===== config.mk =====
export PLATFORM = sky130hd
export DESIGN_NAME = sgf_round_normalize
export DESIGN_NICKNAME = d
export VERILOG_FILES = /design/src/rtl/sgf_round_normalize.sv
export SDC_FILE = /design/constraint.sdc
export NUM_CORES = 1
export LEC_CHECK = 0
export CORE_MARGIN = 8
export CORE_UTILIZATION = 30
export CTS_CLUSTER_DIAMETER = 120
export DETAILED_ROUTE_END_ITERATION = 8
export GPL_TIMING_DRIVEN = 0
export HOLD_SLACK_MARGIN = 0.1
export PLACE_DENSITY = 0.63
export SYNTH_ARGS = -nofsm -noshare
export SYNTH_HDL_FRONTEND = slang
export SYNTH_SLANG_ARGS = --single-unit

===== constraint.sdc =====
create_clock -name clk -period 2.6 [get_ports clk]
set_input_delay 0.52 -clock clk [delete_from_list [all_inputs] [get_ports clk]]
set_output_delay 0.52 -clock clk [all_outputs]
set_load 0.1 [all_outputs]

===== src/rtl/sgf_round_normalize.sv =====
`default_nettype none
// ============================================================================
//  Module      : sgf_round_normalize
//  Description : Normalizes the 2*SW-bit Karatsuba significand product to SW
//                bits, derives guard/sticky bits and applies IEEE-754
//                rounding (RNE, RTZ, RUP, RDN). It reports the exponent
//                increment and the inexact flag.
//                The datapath is a two-stage valid/ready pipeline. When the
//                output is stalled, the whole pipeline stalls.
//  Ports       : clk, rst       - clock and synchronous active-high reset
//                valid_i/ready_o - input handshake (ready_o = pipeline enable)
//                Data_S_i       - raw significand product, 2*SW bits
//                sign_i         - result sign, used by directed rounding
//                round_mode_i   - 00 RNE, 01 RTZ, 10 +inf, 11 -inf
//                valid_o/ready_i - output handshake
//                Sgf_o          - rounded significand, MSB is the hidden bit
//                exp_adj_o      - add 1 to the biased exponent
//                inexact_o      - guard or sticky bit was set
//  Revision    : 1.0 - initial release
// ============================================================================
module sgf_round_normalize #(
    parameter int SW = 24
) (
    input  logic            clk,
    input  logic            rst,
    input  logic            valid_i,
    output logic            ready_o,
    input  logic [2*SW-1:0] Data_S_i,
    input  logic            sign_i,
    input  logic [1:0]      round_mode_i,
    output logic            valid_o,
    input  logic            ready_i,
    output logic [SW-1:0]   Sgf_o,
    output logic            exp_adj_o,
    output logic            inexact_o
);

    localparam logic [1:0] c_RM_RNE = 2'b00;
    localparam logic [1:0] c_RM_RTZ = 2'b01;
    localparam logic [1:0] c_RM_RUP = 2'b10;
    localparam logic [1:0] c_RM_RDN = 2'b11;

    // The pipeline advances whenever the output slot is empty or is being
    // drained this cycle. A stall freezes both stages. Bubbles are not
    // collapsed.
    logic w_en;
    assign w_en    = !valid_o || ready_i;
    assign ready_o = w_en;

    // ------------------------------------------------------------------
    // Stage 1: normalize. The product of two normalized significands lies
    // in [2^(2SW-2), 2^(2SW)), so only the top bit selects the alignment.
    // ------------------------------------------------------------------
    logic          w_top;
    logic [SW-1:0] w_sig;
    logic          w_g;
    logic          w_s;

    assign w_top = Data_S_i[2*SW-1];

    always_comb begin
        w_sig = Data_S_i[2*SW-2:SW-1];
        w_g   = Data_S_i[SW-2];
        w_s   = |Data_S_i[SW-3:0];
        if (w_top) begin
            w_sig = Data_S_i[2*SW-1:SW];
            w_g   = Data_S_i[SW-1];
            w_s   = |Data_S_i[SW-2:0];
        end
    end

    logic          r_s1_valid;
    logic [SW-1:0] r_s1_sig;
    logic          r_s1_g;
    logic          r_s1_s;
    logic          r_s1_ovf;
    logic          r_s1_sign;
    logic [1:0]    r_s1_mode;

    always_ff @(posedge clk) begin
        if (rst) begin
            r_s1_valid <= 1'b0;
            r_s1_sig   <= '0;
            r_s1_g     <= 1'b0;
            r_s1_s     <= 1'b0;
            r_s1_ovf   <= 1'b0;
            r_s1_sign  <= 1'b0;
            r_s1_mode  <= c_RM_RNE;
        end else if (w_en) begin
            r_s1_valid <= valid_i;
            if (valid_i) begin
                r_s1_sig  <= w_sig;
                r_s1_g    <= w_g;
                r_s1_s    <= w_s;
                r_s1_ovf  <= w_top;
                r_s1_sign <= sign_i;
                r_s1_mode <= round_mode_i;
            end
        end
    end

    // ------------------------------------------------------------------
    // Stage 2: round. The increment is added one bit wider than the
    // significand, so a full-ones significand that rounds up shows as a
    // carry-out. That carry is renormalized to 1.000... with the exponent
    // bumped. An overflowed product (ovf) has sig <= 2^SW - 2, so it cannot
    // also carry out.
    // ------------------------------------------------------------------
    logic          w_inc;
    logic          w_gs;
    logic [SW:0]   w_sum;

    assign w_gs = r_s1_g | r_s1_s;

    always_comb begin
        w_inc = 1'b0;
        case (r_s1_mode)
            c_RM_RNE: w_inc = r_s1_g & (r_s1_s | r_s1_sig[0]);
            c_RM_RTZ: w_inc = 1'b0;
            c_RM_RUP: w_inc = !r_s1_sign & w_gs;
            c_RM_RDN: w_inc = r_s1_sign & w_gs;
            default:  w_inc = 1'b0;
        endcase
    end

    assign w_sum = {1'b0, r_s1_sig} + {{SW{1'b0}}, w_inc};

    always_ff @(posedge clk) begin
        if (rst) begin
            valid_o   <= 1'b0;
            Sgf_o     <= '0;
            exp_adj_o <= 1'b0;
            inexact_o <= 1'b0;
        end else if (w_en) begin
            valid_o   <= r_s1_valid;
            inexact_o <= w_gs;
            if (w_sum[SW]) begin
                Sgf_o     <= {1'b1, {(SW-1){1'b0}}};
                exp_adj_o <= 1'b1;
            end else begin
                Sgf_o     <= w_sum[SW-1:0];
                exp_adj_o <= r_s1_ovf;
            end
        end
    end

endmodule
`default_nettype wire


==> impl_metrics.env <==
export IMPL_worstSetupPathType="input port to primary output"
export IMPL_critPathLaunchType="input port"
export IMPL_synth_edff_count=0
export IMPL_rrSetupSlack_ns=0.29
export IMPL_n_fill_cell=950
export IMPL_relSlewSlack_pct=30.9
export IMPL_ys_types=37
export IMPL_io_pins=83
export IMPL_avgSynthCellArea_um2=8.85
export IMPL_antenna_found_initial=0
export IMPL_power_density_nw_per_um2=621
export IMPL_placement_io_buffers=81
export IMPL_worstPathRequired_ns=2.08
export IMPL_grt_pass1_vias=2512
export IMPL_synth_flop_cell="dfxtp_1"
export IMPL_grt_pass1_wl_um=12400
export IMPL_syn_area_um2=2770
export IMPL_diodes=0
export IMPL_syn_inst=313
export IMPL_final_area_um2=3930
export IMPL_track_usage_pct=12.3
export IMPL_ys_ff_latch=58
export IMPL_final_core_util_pct=43.2
export IMPL_yosysSeqAreaShare_pct=41.9
export IMPL_fin_hold_ws_ns=0.453
export IMPL_dieArea_um2=12600
export IMPL_worstHoldStart="Sgf_o[1]$_SDFFE_PP0N_"
export IMPL_htree_levels=3
export IMPL_ff2ff_path_depth=10
export IMPL_clk_pin_slew_ns=0.06
export IMPL_cts_max_path_buffers=2
export IMPL_cp_arrival_ns=1.88
export IMPL_core_um2=9110
export IMPL_root_buffer="clkbuf_8"
export IMPL_cp_max_fo=12
export IMPL_vias=2540
export IMPL_finalClockSkew_ns=0.00613
export IMPL_clock_fmax_mhz=417
export IMPL_cts_tree="done"
export IMPL_area_growth_pct=41.9
export IMPL_hold_depth=2
export IMPL_fp_row_count=35
export IMPL_cts_setup_buffers=0
export IMPL_slew_viol_final=0
export IMPL_drt_iter0_drc=108
export IMPL_initial_utilization_pct=30.4
export IMPL_min_path_type="register to register"
export IMPL_ctsHoldBuffers=0
export IMPL_rsz0062_at_grt="no"
export IMPL_worst_pin_slew_ns=1.03
export IMPL_dp_hpwl_um=6060
export IMPL_drc=0
export IMPL_ant_nets=0
export IMPL_setup_worst_path_end_class="primary output"
export IMPL_grt_overflow=0
export IMPL_dp_slack_ns=-0.917
export IMPL_grt_max_degree=13
export IMPL_cts_sinks=58
export IMPL_setup_violations=0
export IMPL_status="completed"
export IMPL_placed_cell_area_um2=3720
export IMPL_viasPerCell=4.88
export IMPL_crit_start="ready_i"
export IMPL_finalPower_mw=2.44
export IMPL_wire_per_inst_um=14.8
export IMPL_hold_violations=0
export IMPL_synth_async_reset_ratio_pct=0
export IMPL_drive_above_1_share_pct=8.07
export IMPL_leakage_nw=1.50
export IMPL_synth_warnings=0
export IMPL_maxCapViolCount=0
export IMPL_clkLatencyLatePin_ns=0.32
export IMPL_min_period_ns=2.40
export IMPL_rr_startpoint="r_s1_sig[0]$_SDFFE_PP0P_"
export IMPL_ir_drop_mv=0.236
export IMPL_setup_ws_ns=0.199
export IMPL_die_h_um=112
export IMPL_min_period_over_period_pct=92.3
export IMPL_die_w_um=112
export IMPL_place_congestion=0.789
export IMPL_cts_buffers=9
export IMPL_drt_total_wl_um=7690
export IMPL_min_to="Sgf_o[1]$_SDFFE_PP0N_"
export IMPL_r2r_end="Sgf_o[17]$_SDFFE_PP0N_"
export IMPL_nets=461
export IMPL_syn_nets=370
export IMPL_first_pass_iters=4
-- power by group --
part	internal, mW	switching [mW]	leakage (nW)
Combinational	0.200	0.343	0.907
Clock	0.549	0.338	0.110
Sequential	0.955	0.0564	0.479
Total	1.70	0.737	1.50
-- through the flow --
stage / TNS [ns] / std cells
3_3_place_gp: -0.915 / 505
2_1_floorplan: 0 / 313
3_5_place_dp: -0.917 / 505
6_report: 0 / 520
4_1_cts: 0 / 520
5_1_grt: 0 / 520
-- per-layer routing --
metal / share of wire (%) / up-vias / track usage, %
li1: - / 1312 / -
met1: 48 / 1175 / 15.2
met2: 48 / 46 / 20.0
met3: 3.7 / 7 / 3.33
met4: 1.1 / 0 / 4.32
met5: 0 / - / 0
-- timing repair --
item / CTS / global route
endpoints found under the setup margin: 1 / 1
resized for setup: 6 / 1
endpoints found under the hold margin: 0 / 0
-- worst max path at each step --
stage          endpoint  slack, ns  cells past startpoint
2_1_floorplan   ready_o       0.14                      4
3_3_place_gp    ready_o      -0.92                      6
3_5_place_dp    ready_o      -0.92                      6
4_1_cts         ready_o       0.11                      5
5_1_grt         ready_o       0.06                      5
6_report        ready_o       0.20                      5
-- cell usage in the layout, fill, tap and decap left out, types with 3 or more instances in the layout --
cell type and instances:
buf_2 3, and3_1 3, nand3_1 14, and2_1 4, clkbuf_8 13, a21oi_1 11, mux2i_1 24, nand2_1 26
xor2_1 14, buf_1 7, nor2_1 47, nor3_1 3, clkbuf_1 10, and4_1 6, a211oi_1 36, dfxtp_1 58
xnor2_1 8, nor4_1 5, nand4_1 5, o21ai_0 4, clkdlybuf4s50_1 80, a211oi_2 3
-- synth_stat cells (2+ instances only) --
cell type / n / area share (%)
buf_2: 3 / 0.54
nor2_1: 47 / 6.4
nand3b_1: 2 / 0.54
and3_1: 3 / 0.68
a211oi_2: 3 / 1.4
a31o_2: 2 / 0.63
a21oi_1: 11 / 2.0
xor2_1: 14 / 4.4
and2_1: 4 / 0.90
nor4_1: 5 / 1.1
a211oi_1: 36 / 9.8
nor3b_1: 2 / 0.54
clkbuf_1: 10 / 1.4
buf_1: 7 / 0.95
nand3_1: 14 / 2.5
nand2_1: 26 / 3.5
nand4_1: 5 / 1.1
dfxtp_1: 58 / 42
nor3_1: 3 / 0.54
and4_4: 2 / 0.81
xnor2_1: 8 / 2.5
o21ai_0: 4 / 0.72
and4_1: 6 / 1.9
ha_1: 2 / 0.90
mux2i_1: 24 / 8.7
-- critical path: stages --
cell,delay (ns)
clkdlybuf4s50_1,0.40
nor2b_1,0.27
inv_2,0.16
clkbuf_2,0.24
buf_4,0.28
-- area by class of cell --
type	instances	area, um2	area share [%]
Tap cell	111	139	3.53
Inverter	1	3.75	0.0955
Timing Repair Buffer	81	808	20.6
Clock inverter	1	30.0	0.764
Buffer	22	104	2.64
Sequential cell	58	1160	29.5
Multi-Input combinational cell	231	1500	38.1
Clock buffer	15	186	4.74
-- registers in the layout, summed over array words and instances (netlist names) --
register / cells
Sgf_o: 24
exp_adj_o: 1
inexact_o: 1
r_s1_g: 1
r_s1_mode: 2
r_s1_ovf: 1
r_s1_s: 1
r_s1_sig: 24
r_s1_sign: 1
r_s1_valid: 1
valid_o: 1
-- kinds of logic (layout without fill, tap and decap cells) --
group	after synthesis	in the layout	share of synthesized area, %
buffers and inverters	24	120	3.97
and+or+nand+nor	122	122	21.6
adders and majority gates	2	2	0.903
xor gates and xnor gates	22	22	6.96
muxes	24	24	8.67
AOI/OAI and AO/OA	61	61	15.9
DFF	58	58	41.9
(Power assumes the default switching activity.)
